$ cat src/rtl/proc_pkg.sv
// Shared types and constants for the 8-bit accumulator processor control path.
package proc_pkg;

  // IR opcode field encodings.
  typedef enum logic [2:0] {
    OP_LOAD  = 3'b000,
    OP_STORE = 3'b001,
    OP_ADD   = 3'b010,
    OP_SUB   = 3'b011,
    OP_BNE   = 3'b100,
    OP_BRA   = 3'b101,
    OP_NOP   = 3'b110,
    OP_HALT  = 3'b111
  } opcode_t;

  // Sequencer states: fetch (F0..F2), decode, operand read, execute,
  // store (WR, WR1) and the terminal halt state.
  typedef enum logic [3:0] {
    F0,
    F1,
    F2,
    DEC,
    RD,
    EX,
    WR,
    WR1,
    HALT
  } seq_state_t;

  // Default memory wait limit, in cycles.
  localparam int unsigned TIMEOUT_DEFAULT = 15;

  // True for states that strobe memory and wait on mem_ready.
  function automatic logic is_wait_state(input seq_state_t s);
    return (s == F1) || (s == RD) || (s == WR1);
  endfunction

endpackage

$ cat src/rtl/sequencer_wait_timer.sv
// Memory wait timer: counts stalled cycles and flags when the limit is hit.
module wait_timer
  import proc_pkg::*;
#(
  parameter int unsigned TIMEOUT = TIMEOUT_DEFAULT
) (
  input  logic clock,
  input  logic n_reset,
  input  logic clear,
  input  logic enable,
  output logic expired
);

  localparam int unsigned CW = $clog2(TIMEOUT + 1);
  localparam logic [CW-1:0] LIMIT = CW'(TIMEOUT);

  logic [CW-1:0] count;

  // Count enabled cycles, holding at the limit; clear has priority.
  always_ff @(posedge clock) begin
    if (!n_reset) begin
      count <= '0;
    end else if (clear) begin
      count <= '0;
    end else if (enable && !expired) begin
      count <= count + 1'b1;
    end
  end

  assign expired = (count == LIMIT);

endmodule

$ cat src/rtl/sequencer.sv
// Control-unit sequencer: fetch/decode/execute with memory handshake and
// wait-timeout. Control strobes are decoded combinationally from the state.
module sequencer
  import proc_pkg::*;
#(
  parameter int unsigned WORD_W  = 8,
  parameter int unsigned OP_W    = 3,
  parameter int unsigned TIMEOUT = TIMEOUT_DEFAULT
) (
  input  logic            clock,
  input  logic            n_reset,
  input  logic [OP_W-1:0] op,
  input  logic            z_flag,
  input  logic            mem_ready,
  output logic            PC_bus,
  output logic            load_PC,
  output logic            INC_PC,
  output logic            load_MAR,
  output logic            load_MDR,
  output logic            MDR_bus,
  output logic            load_IR,
  output logic            Addr_bus,
  output logic            ACC_bus,
  output logic            load_ACC,
  output logic            ALU_ACC,
  output logic            ALU_add,
  output logic            ALU_sub,
  output logic            CS,
  output logic            R_NW,
  output logic            halted,
  output logic            bus_error
);

  if (OP_W != $bits(opcode_t)) begin : g_bad_op_w
    $error("sequencer: OP_W must equal the IR opcode field width");
  end
  if (WORD_W <= OP_W) begin : g_bad_word_w
    $error("sequencer: WORD_W must be wider than the opcode field");
  end
  if ((TIMEOUT < 1) || (TIMEOUT > 255)) begin : g_bad_timeout
    $error("sequencer: TIMEOUT must lie in 1..255");
  end

  seq_state_t state;
  seq_state_t state_nxt;
  opcode_t    opc;
  logic       waiting;
  logic       timer_clear;
  logic       timer_enable;
  logic       expired;
  logic       timeout_hit;

  assign opc          = opcode_t'(op);
  assign waiting      = is_wait_state(state);
  // Outside the wait states the timer is held clear, so each entry starts at 0.
  assign timer_clear  = !waiting || mem_ready;
  assign timer_enable = waiting && !mem_ready;

  wait_timer #(
    .TIMEOUT(TIMEOUT)
  ) u_wait_timer (
    .clock  (clock),
    .n_reset(n_reset),
    .clear  (timer_clear),
    .enable (timer_enable),
    .expired(expired)
  );

  // Next-state selection, including the timeout escape from wait states.
  always_comb begin
    state_nxt   = state;
    timeout_hit = 1'b0;
    case (state)
      F0: state_nxt = F1;
      F1: begin
        if (mem_ready) begin
          state_nxt = F2;
        end else if (expired) begin
          state_nxt   = HALT;
          timeout_hit = 1'b1;
        end
      end
      F2: state_nxt = DEC;
      DEC: begin
        case (opc)
          OP_LOAD, OP_ADD, OP_SUB: state_nxt = RD;
          OP_STORE:                state_nxt = WR;
          OP_BNE, OP_BRA, OP_NOP:  state_nxt = F0;
          OP_HALT:                 state_nxt = HALT;
          default:                 state_nxt = F0;
        endcase
      end
      RD: begin
        if (mem_ready) begin
          state_nxt = EX;
        end else if (expired) begin
          state_nxt   = HALT;
          timeout_hit = 1'b1;
        end
      end
      EX: state_nxt = F0;
      WR: state_nxt = WR1;
      WR1: begin
        if (mem_ready) begin
          state_nxt = F0;
        end else if (expired) begin
          state_nxt   = HALT;
          timeout_hit = 1'b1;
        end
      end
      HALT:    state_nxt = HALT;
      default: state_nxt = F0;
    endcase
  end

  // Control strobe decode; everything is forced low while reset is held.
  always_comb begin
    PC_bus   = 1'b0;
    load_PC  = 1'b0;
    INC_PC   = 1'b0;
    load_MAR = 1'b0;
    load_MDR = 1'b0;
    MDR_bus  = 1'b0;
    load_IR  = 1'b0;
    Addr_bus = 1'b0;
    ACC_bus  = 1'b0;
    load_ACC = 1'b0;
    ALU_ACC  = 1'b0;
    ALU_add  = 1'b0;
    ALU_sub  = 1'b0;
    CS       = 1'b0;
    R_NW     = 1'b0;
    if (n_reset) begin
      case (state)
        F0: begin
          PC_bus   = 1'b1;
          load_MAR = 1'b1;
        end
        F1: begin
          CS   = 1'b1;
          R_NW = 1'b1;
          if (mem_ready) begin
            load_MDR = 1'b1;
            load_PC  = 1'b1;
            INC_PC   = 1'b1;
          end
        end
        F2: begin
          MDR_bus = 1'b1;
          load_IR = 1'b1;
        end
        DEC: begin
          case (opc)
            OP_LOAD, OP_ADD, OP_SUB, OP_STORE: begin
              Addr_bus = 1'b1;
              load_MAR = 1'b1;
            end
            OP_BNE: begin
              if (!z_flag) begin
                Addr_bus = 1'b1;
                load_PC  = 1'b1;
              end
            end
            OP_BRA: begin
              Addr_bus = 1'b1;
              load_PC  = 1'b1;
            end
            default: ;
          endcase
        end
        RD: begin
          CS   = 1'b1;
          R_NW = 1'b1;
          if (mem_ready) begin
            load_MDR = 1'b1;
          end
        end
        EX: begin
          MDR_bus  = 1'b1;
          load_ACC = 1'b1;
          case (opc)
            OP_ADD: begin
              ALU_ACC = 1'b1;
              ALU_add = 1'b1;
            end
            OP_SUB: begin
              ALU_ACC = 1'b1;
              ALU_sub = 1'b1;
            end
            default: ;
          endcase
        end
        WR: begin
          ACC_bus  = 1'b1;
          load_MDR = 1'b1;
        end
        WR1: begin
          CS = 1'b1;
        end
        default: ;
      endcase
    end
  end

  // State register and sticky status flags.
  always_ff @(posedge clock) begin
    if (!n_reset) begin
      state     <= F0;
      halted    <= 1'b0;
      bus_error <= 1'b0;
    end else begin
      state  <= state_nxt;
      halted <= (state_nxt == HALT);
      if (timeout_hit) begin
        bus_error <= 1'b1;
      end
    end
  end

endmodule

$ cat config.mk
export PLATFORM = sky130hd
export DESIGN_NAME = sequencer
export DESIGN_NICKNAME = d
export VERILOG_FILES = /design/src/rtl/proc_pkg.sv /design/src/rtl/sequencer_wait_timer.sv /design/src/rtl/sequencer.sv
export SDC_FILE = /design/constraint.sdc
export NUM_CORES = 1
export LEC_CHECK = 0
export ABC_AREA = 1
export BUFFER_PORTS_ARGS = -buffer_cell sky130_fd_sc_hd__clkbuf_2
export CORE_MARGIN = 2
export CORE_UTILIZATION = 40
export DETAILED_ROUTE_END_ITERATION = 10
export PLACE_DENSITY_LB_ADDON = 0.2
export SYNTH_ARGS = -nofsm -noshare
export SYNTH_HDL_FRONTEND = slang
export SYNTH_HIERARCHICAL = 1
export SYNTH_SLANG_ARGS = --single-unit
export TNS_END_PERCENT = 20
$ cat constraint.sdc
create_clock -name clock -period 2.24 [get_ports clock]
set_clock_uncertainty 0.15 [all_clocks]
set_input_delay 0.224 -clock clock [delete_from_list [all_inputs] [get_ports clock]]
set_output_delay 0.224 -clock clock [all_outputs]
set_load 0.02 [all_outputs]
==> flow_summary.json, run 1 <==
{
  "hold_class": "in -> reg",
  "netSwitchingPower_mw": 0.160,
  "globalRouteTotalUtil_pct": 17.5,
  "timing.max_cap.violations": 0,
  "synth_cell_type_count": 16,
  "number_of_enable_type_register_cells_in_the_synthesized_netlist": 0,
  "async_flop_share_pct": 0,
  "cts-hold-fix-buffers": 0,
  "post_cts_resized": 0,
  "share_of_the_yosys_chip_area_belonging_to_registers_pct": 27.8,
  "final.setup.tns_ns": 0,
  "detailroute.via_count": 845,
  "grt_max_degree": 17,
  "area_of_the_die_mm2": 0.00215,
  "drc_errors": 0,
  "clkTransAtPathRegs_ns": 0.07,
  "power.density_mw_per_mm2": 535,
  "worst_hold_path.num_cells": 5,
  "grt-ovfl-total": 0,
  "hold_viol": 0,
  "part_of_the_total_power_dissipated_in_the_clock_network_pct": 34.7,
  "initial_drt_pass_iterations": 4,
  "tritoncts_clock_tree": "yes",
  "multi_input_gate_area_in_the_final_layout_um2": 440,
  "synthesis.area_um2": 719,
  "num_io_pins": 24,
  "post-route-cell-area_um2": 898,
  "yosys.cell_count.top_type": "sky130_fd_sc_hd__nor2_1",
  "run_status": "complete, no violations",
  "leakage_power_summed_over_all_cells_nw": 0.468,
  "dieWidth_um": 46.4,
  "post_route_cells_drive_above_1_share_pct": 27.5,
  "final_max_slew_viol_count": 0,
  "synth_warnings": 6,
  "htreeDepth": 1,
  "fill_cells": 188,
  "ys_ff_latch": 10,
  "yosys_top_cell_area_share_pct": 27.8,
  "path_depth_of_the_worst_reg2reg_path": 7,
  "floorplan.initialDensity_pct": 42.1,
  "clk_latency_ns": 0.27,
  "timing.critical_path.arrival_ns": 1.50,
  "required_worst_endpoint_ns": 1.87,
  "clock_tree.buffer_depth": 2,
  "comb_power_share_pct": 25.6,
  "dpl-instance-area_um2": 862,
  "hpwlAfterDp_um": 1420,
  "cts.sink_count": 10,
  "avgViaCountPerCell": 4.86,
  "core_area_mm2": 0.00171,
  "diodes_inserted": 0,
  "synthFlopType": "sky130_fd_sc_hd__dfxtp_1",
  "seq_area_um2": 200,
  "sequentialPowerShare_pct": 39.7,
  "route.final.wire_length_um": 1800,
  "std_cell_rows": 15,
  "netlist_instances": 123,
  "worst-setup-path-type": "reg -> out",
  "part_of_the_cycle_the_worst_path_needs_pct": 83.6,
  "antenna_violations_before_repair": 0,
  "yosys-top-cells-count": "30 x sky130_fd_sc_hd__nor2_1, 22 x sky130_fd_sc_hd__nand2_1, 19 x sky130_fd_sc_hd__inv_1",
  "syn_area_cell_um2": 5.85,
  "design.final.nets": 158,
  "area_growth_syn_to_layout_pct": 24.9,
  "finalWorstPathRequiredPeriod_ns": 1.87,
  "cts.repair_timing.setup_buffer_count": 0,
  "routabilityCongestion": 0.898,
  "ctsRootBufferMaster": "sky130_fd_sc_hd__clkbuf_4",
  "critical_path.endpoint_type": "output pin",
  "antenna_violating_nets_post_route": 0,
  "path_max_fanout": 6,
  "synth.net_count": 131,
  "p_sw_share_pct": 33.2,
  "rsz0062_at_grt": "no",
  "synth_area_leaders": "sky130_fd_sc_hd__dfxtp_1 28%, sky130_fd_sc_hd__nor2_1 16%, sky130_fd_sc_hd__nand2_1 11%, sky130_fd_sc_hd__inv_1 9.9%, sky130_fd_sc_hd__a21oi_1 7.0%",
  "worst-slew-pin-transition_ns": 0.502,
  "worst_slew_margin_rel_pct": 66.5,
  "cellInternalPower_mw": 0.321,
  "setup_viol": 0,
  "portbufs": 23,
  "critical_path.startpoint_type": "register",
  "numCtsBuffers": 3,
  "first_global_vias": 680,
  "synth_area_leader_cell": "sky130_fd_sc_hd__dfxtp_1",
  "die_h_um": 46.4,
  "wire_per_inst_um": 10.4,
  "timing.fmax_mhz": 534,
  "ir_drop_uv": 343,
  "drt-initial-drc-count": 16,
  "wire_length_of_the_first_global_routing_pass_um": 2660
}
==> layout by cell type, fill, tap and decap left out, types with 2 or more instances in the layout <==
cell type / count
sky130_fd_sc_hd__nand2_2: 5
sky130_fd_sc_hd__nor2_2: 3
sky130_fd_sc_hd__clkbuf_4: 3
sky130_fd_sc_hd__a21oi_1: 10
sky130_fd_sc_hd__nand3_1: 9
sky130_fd_sc_hd__nand4_1: 2
sky130_fd_sc_hd__o21ai_0: 5
sky130_fd_sc_hd__nand3_2: 3
sky130_fd_sc_hd__dfxtp_1: 10
sky130_fd_sc_hd__inv_1: 19
sky130_fd_sc_hd__clkbuf_2: 23
sky130_fd_sc_hd__nand2_1: 22
sky130_fd_sc_hd__nor2_1: 30
==> final cells by class <==
type	count	area share (%)
Multi-Input combinational cell	92	49.0
Sequential cell	10	22.3
Timing Repair Buffer	23	12.8
Inverter	20	8.36
Clock buffer	4	4.04
Tap cell	25	3.48
==> worst max-delay path: stages, from the launching register on <==
cell and delay, ns:
sky130_fd_sc_hd__dfxtp_1 0.37, sky130_fd_sc_hd__nor2_2 0.26, sky130_fd_sc_hd__nand2_2 0.13, sky130_fd_sc_hd__a21oi_2 0.16, sky130_fd_sc_hd__nand2_1 0.06, sky130_fd_sc_hd__o21ai_0 0.06
sky130_fd_sc_hd__clkbuf_2 0.19
==> stage by stage <==
stage | setup WS, ns | hold slack [ns] | std cells | power [mW] | utilization, %
floorplan | 0.569 | 0.277 | 123 | 0.282 | -
global placement | 0.638 | 0.290 | 170 | 0.318 | 50.5
detailed placement | 0.631 | 0.297 | 170 | 0.318 | 50.5
CTS | 0.354 | 0.165 | 174 | 0.486 | 52.6
global route | 0.235 | 0.219 | 174 | 0.506 | 52.6
finish | 0.368 | 0.181 | 174 | 0.481 | 52.6
==> cell families after synthesis <==
family / after synthesis / synth area share (%)
buffers and inverters: 21 / 11.0
and+or+nand+nor: 75 / 47.8
adders and majority gates: 1 / 1.74
AOI/OAI and AO/OA: 16 / 11.7
DFF: 10 / 27.8
==> worst paths after layout <==
kind                                start  slack (ns)               endpoint
worst max-delay path             state[3]        0.37               load_MDR
worst min-delay path              n_reset        0.18  u_wait_timer/count[3]
worst max register to register   state[3]        0.57  u_wait_timer/count[2]
worst min register to register  bus_error        0.31              bus_error
==> per-layer routing <==
| layer | routed length, um | global-route usage [%] | vias to the layer above | part of all wire, % |
|---|---|---|---|---|
| met1 | 786 | 20.1 | 384 | 44 |
| met4 | 43 | 12.6 | 0 | 2.4 |
| met2 | 909 | 29.4 | 17 | 50 |
| met3 | 62 | 2.35 | 7 | 3.4 |
| li1 | - | - | 437 | - |
| met5 | 0 | 0 | - | 0 |
==> state kept, by name, indices dropped and copies added, names as in the netlist <==
name,count
halted,1
state,4
bus_error,1
u_wait_timer/count,4
==> power by group through the flow <==
stage                     Sequential (mW)  Combinational (mW)  Clock, mW
after floorplan                     0.193              0.0888          0
after global placement              0.195               0.123          0
after detailed placement            0.195               0.123          0
after CTS                           0.191               0.124      0.172
after global routing                0.192               0.138      0.176
final                               0.191               0.123      0.167
No activity file was read; power rests on OpenSTA's default activity.
==> run 2, diff against run 1 <==
==> constraint.sdc (replaced) <==
create_clock -name clock -period 1.9 [get_ports clock]
set_clock_uncertainty 0.15 [all_clocks]
set_input_delay 0.19 -clock clock [delete_from_list [all_inputs] [get_ports clock]]
set_output_delay 0.19 -clock clock [all_outputs]
set_load 0.02 [all_outputs]
==> run 2 against run 1 <==
- power up 16%
- combinational power is 16% higher
- cell count unchanged
- final area is 0.84% higher
- highest routed layer unchanged
- largest power group unchanged
- via count shrank 1.8%
- first-iteration DRC count shrank 25%
- setup slack got worse by 0.23 ns
- largest cell class unchanged
- sequential share of layout area increased by 0.092 points
- worst hold slack worse by 0.031 ns
==> flow_summary.json, run 2 (synthesis gave the netlist of run 1 again) <==
{
  "required_worst_endpoint_ns": 1.56,
  "p_sw_share_pct": 31.9,
  "grt_max_degree": 17,
  "power.density_mw_per_mm2": 615,
  "post_route_cells_drive_above_1_share_pct": 28.9,
  "wire_per_inst_um": 9.34,
  "tritoncts_clock_tree": "yes",
  "netSwitchingPower_mw": 0.178,
  "run_status": "complete, no violations",
  "final_max_slew_viol_count": 0,
  "leading_cell_type_in_the_layout_fill_and_taps_excluded": "sky130_fd_sc_hd__nor2_1",
  "hold_class": "in -> reg",
  "worst-setup-path-type": "reg -> out",
  "cts.sink_count": 10,
  "part_of_the_cycle_the_worst_path_needs_pct": 93.0,
  "ctsRootBufferMaster": "sky130_fd_sc_hd__clkbuf_4",
  "drc_errors": 0,
  "antenna_violating_nets_post_route": 0,
  "routabilityCongestion": 0.899,
  "timing.fmax_mhz": 566,
  "part_of_the_total_power_dissipated_in_the_clock_network_pct": 33.7,
  "wire_length_of_the_first_global_routing_pass_um": 2550,
  "htreeDepth": 1,
  "largestRegisters": "state: 4 flops, u_wait_timer/count: 4 flops",
  "initial_drt_pass_iterations": 4,
  "comb_power_share_pct": 25.7,
  "antenna_violations_before_repair": 0,
  "detailroute.via_count": 830,
  "clock_tree.buffer_depth": 2,
  "worst-slew-pin-transition_ns": 0.479,
  "top_library_cells_by_usage_in_the_layout_fill_and_taps_aside": "30 x sky130_fd_sc_hd__nor2_1, 23 x sky130_fd_sc_hd__clkbuf_2, 22 x sky130_fd_sc_hd__nand2_1",
  "path_max_fanout": 6,
  "leakage_power_summed_over_all_cells_nw": 0.471,
  "core_area_mm2": 0.00171,
  "floorplan.initialDensity_pct": 42.1,
  "numCtsBuffers": 3,
  "num_io_pins": 24,
  "area_growth_syn_to_layout_pct": 25.9,
  "critical_path.startpoint_type": "register",
  "grt-ovfl-total": 0,
  "first_global_vias": 666,
  "area_of_the_die_mm2": 0.00215,
  "diodes_inserted": 0,
  "portbufs": 23,
  "rsz0062_at_grt": "yes",
  "total_power_mw": 0.557,
  "critical_path.endpoint_type": "output pin",
  "ir_drop_uv": 382,
  "drt-initial-drc-count": 12,
  "route.final.wire_length_um": 1630,
  "dieWidth_um": 46.4,
  "post-route-cell-area_um2": 906,
  "setup_viol": 0,
  "hold_viol": 0,
  "fill_cells": 186,
  "path_depth_of_the_worst_reg2reg_path": 8,
  "finalWorstPathRequiredPeriod_ns": 1.77,
  "worst_slew_margin_rel_pct": 68.1,
  "cellInternalPower_mw": 0.379,
  "avgViaCountPerCell": 4.77,
  "dpl-instance-area_um2": 862,
  "std_cell_rows": 15,
  "hpwlAfterDp_um": 1330,
  "timing.max_cap.violations": 0,
  "timing.critical_path.arrival_ns": 1.43,
  "clkTransAtPathRegs_ns": 0.07,
  "globalRouteTotalUtil_pct": 16.5,
  "sequentialPowerShare_pct": 40.6,
  "clk_latency_ns": 0.26,
  "fin_worst_hold_slack_ns": 0.150,
  "design.final.nets": 158,
  "cts.repair_timing.setup_buffer_count": 0,
  "worst_hold_path.num_cells": 5,
  "die_h_um": 46.4
}
==> run 2: critical path, stage by stage (launching register included) <==
cell and delay (ns):
sky130_fd_sc_hd__dfxtp_1 0.38, sky130_fd_sc_hd__nor2_4 0.20, sky130_fd_sc_hd__nand2_2 0.10, sky130_fd_sc_hd__a21oi_2 0.16
sky130_fd_sc_hd__nand2_1 0.06, sky130_fd_sc_hd__o21ai_0 0.07, sky130_fd_sc_hd__clkbuf_2 0.19
==> run 2: power by group through the flow <==
stage	Clock [mW]	Sequential [mW]	Combinational [mW]
after global placement	0	0.230	0.144
after global routing	0.208	0.228	0.161
after detailed placement	0	0.230	0.144
after CTS	0.197	0.225	0.144
after floorplan	0	0.228	0.105
final	0.188	0.226	0.143
==> run 2: final timing paths <==
| check | startpoint | end | slack (ns) |
|---|---|---|---|
| worst max-delay path | state[3] | load_MDR | 0.13 |
| worst min-delay path | n_reset | u_wait_timer/count[3] | 0.15 |
| worst max register to register | state[1] | u_wait_timer/count[2] | 0.34 |
| worst min register to register | bus_error | bus_error | 0.31 |
==> run 2: timing repair <==
action / CTS / global route
hold buffers: 0 / 0
endpoints found under the hold margin: 0 / 0
resized for setup: 0 / 3
setup endpoints to repair: 0 / 4
==> run 2: layer usage <==
| layer | vias to the layer above | GRT usage [%] | part of all wire, % |
|---|---|---|---|
| met1 | 375 | 18.9 | 41 |
| met3 | 2 | 3.53 | 3.5 |
| li1 | 439 | - | - |
| met4 | 0 | 9.14 | 0.86 |
| met5 | - | 0 | 0 |
| met2 | 14 | 28.1 | 55 |
==> run 2: cell type report <==
class | count | area [um2] | share of cell area, %
Clock buffer | 4 | 36.3 | 4.01
Sequential cell | 10 | 203 | 22.4
Multi-Input combinational cell | 92 | 445 | 49.2
Inverter | 20 | 75.1 | 8.29
Tap cell | 25 | 31.3 | 3.45
Timing Repair Buffer | 23 | 115 | 12.7
==> run 2: metrics by stage <==
stage | std cells | util (%) | setup slack [ns] | TNS [ns]
3_3_place_gp | 170 | 50.5 | 0.331 | 0
2_1_floorplan | 123 | - | 0.263 | 0
3_5_place_dp | 170 | 50.5 | 0.316 | 0
5_1_grt | 174 | 53.0 | -0.00127 | -0.00127
4_1_cts | 174 | 52.6 | 0.0616 | 0
6_report | 174 | 53.0 | 0.134 | 0
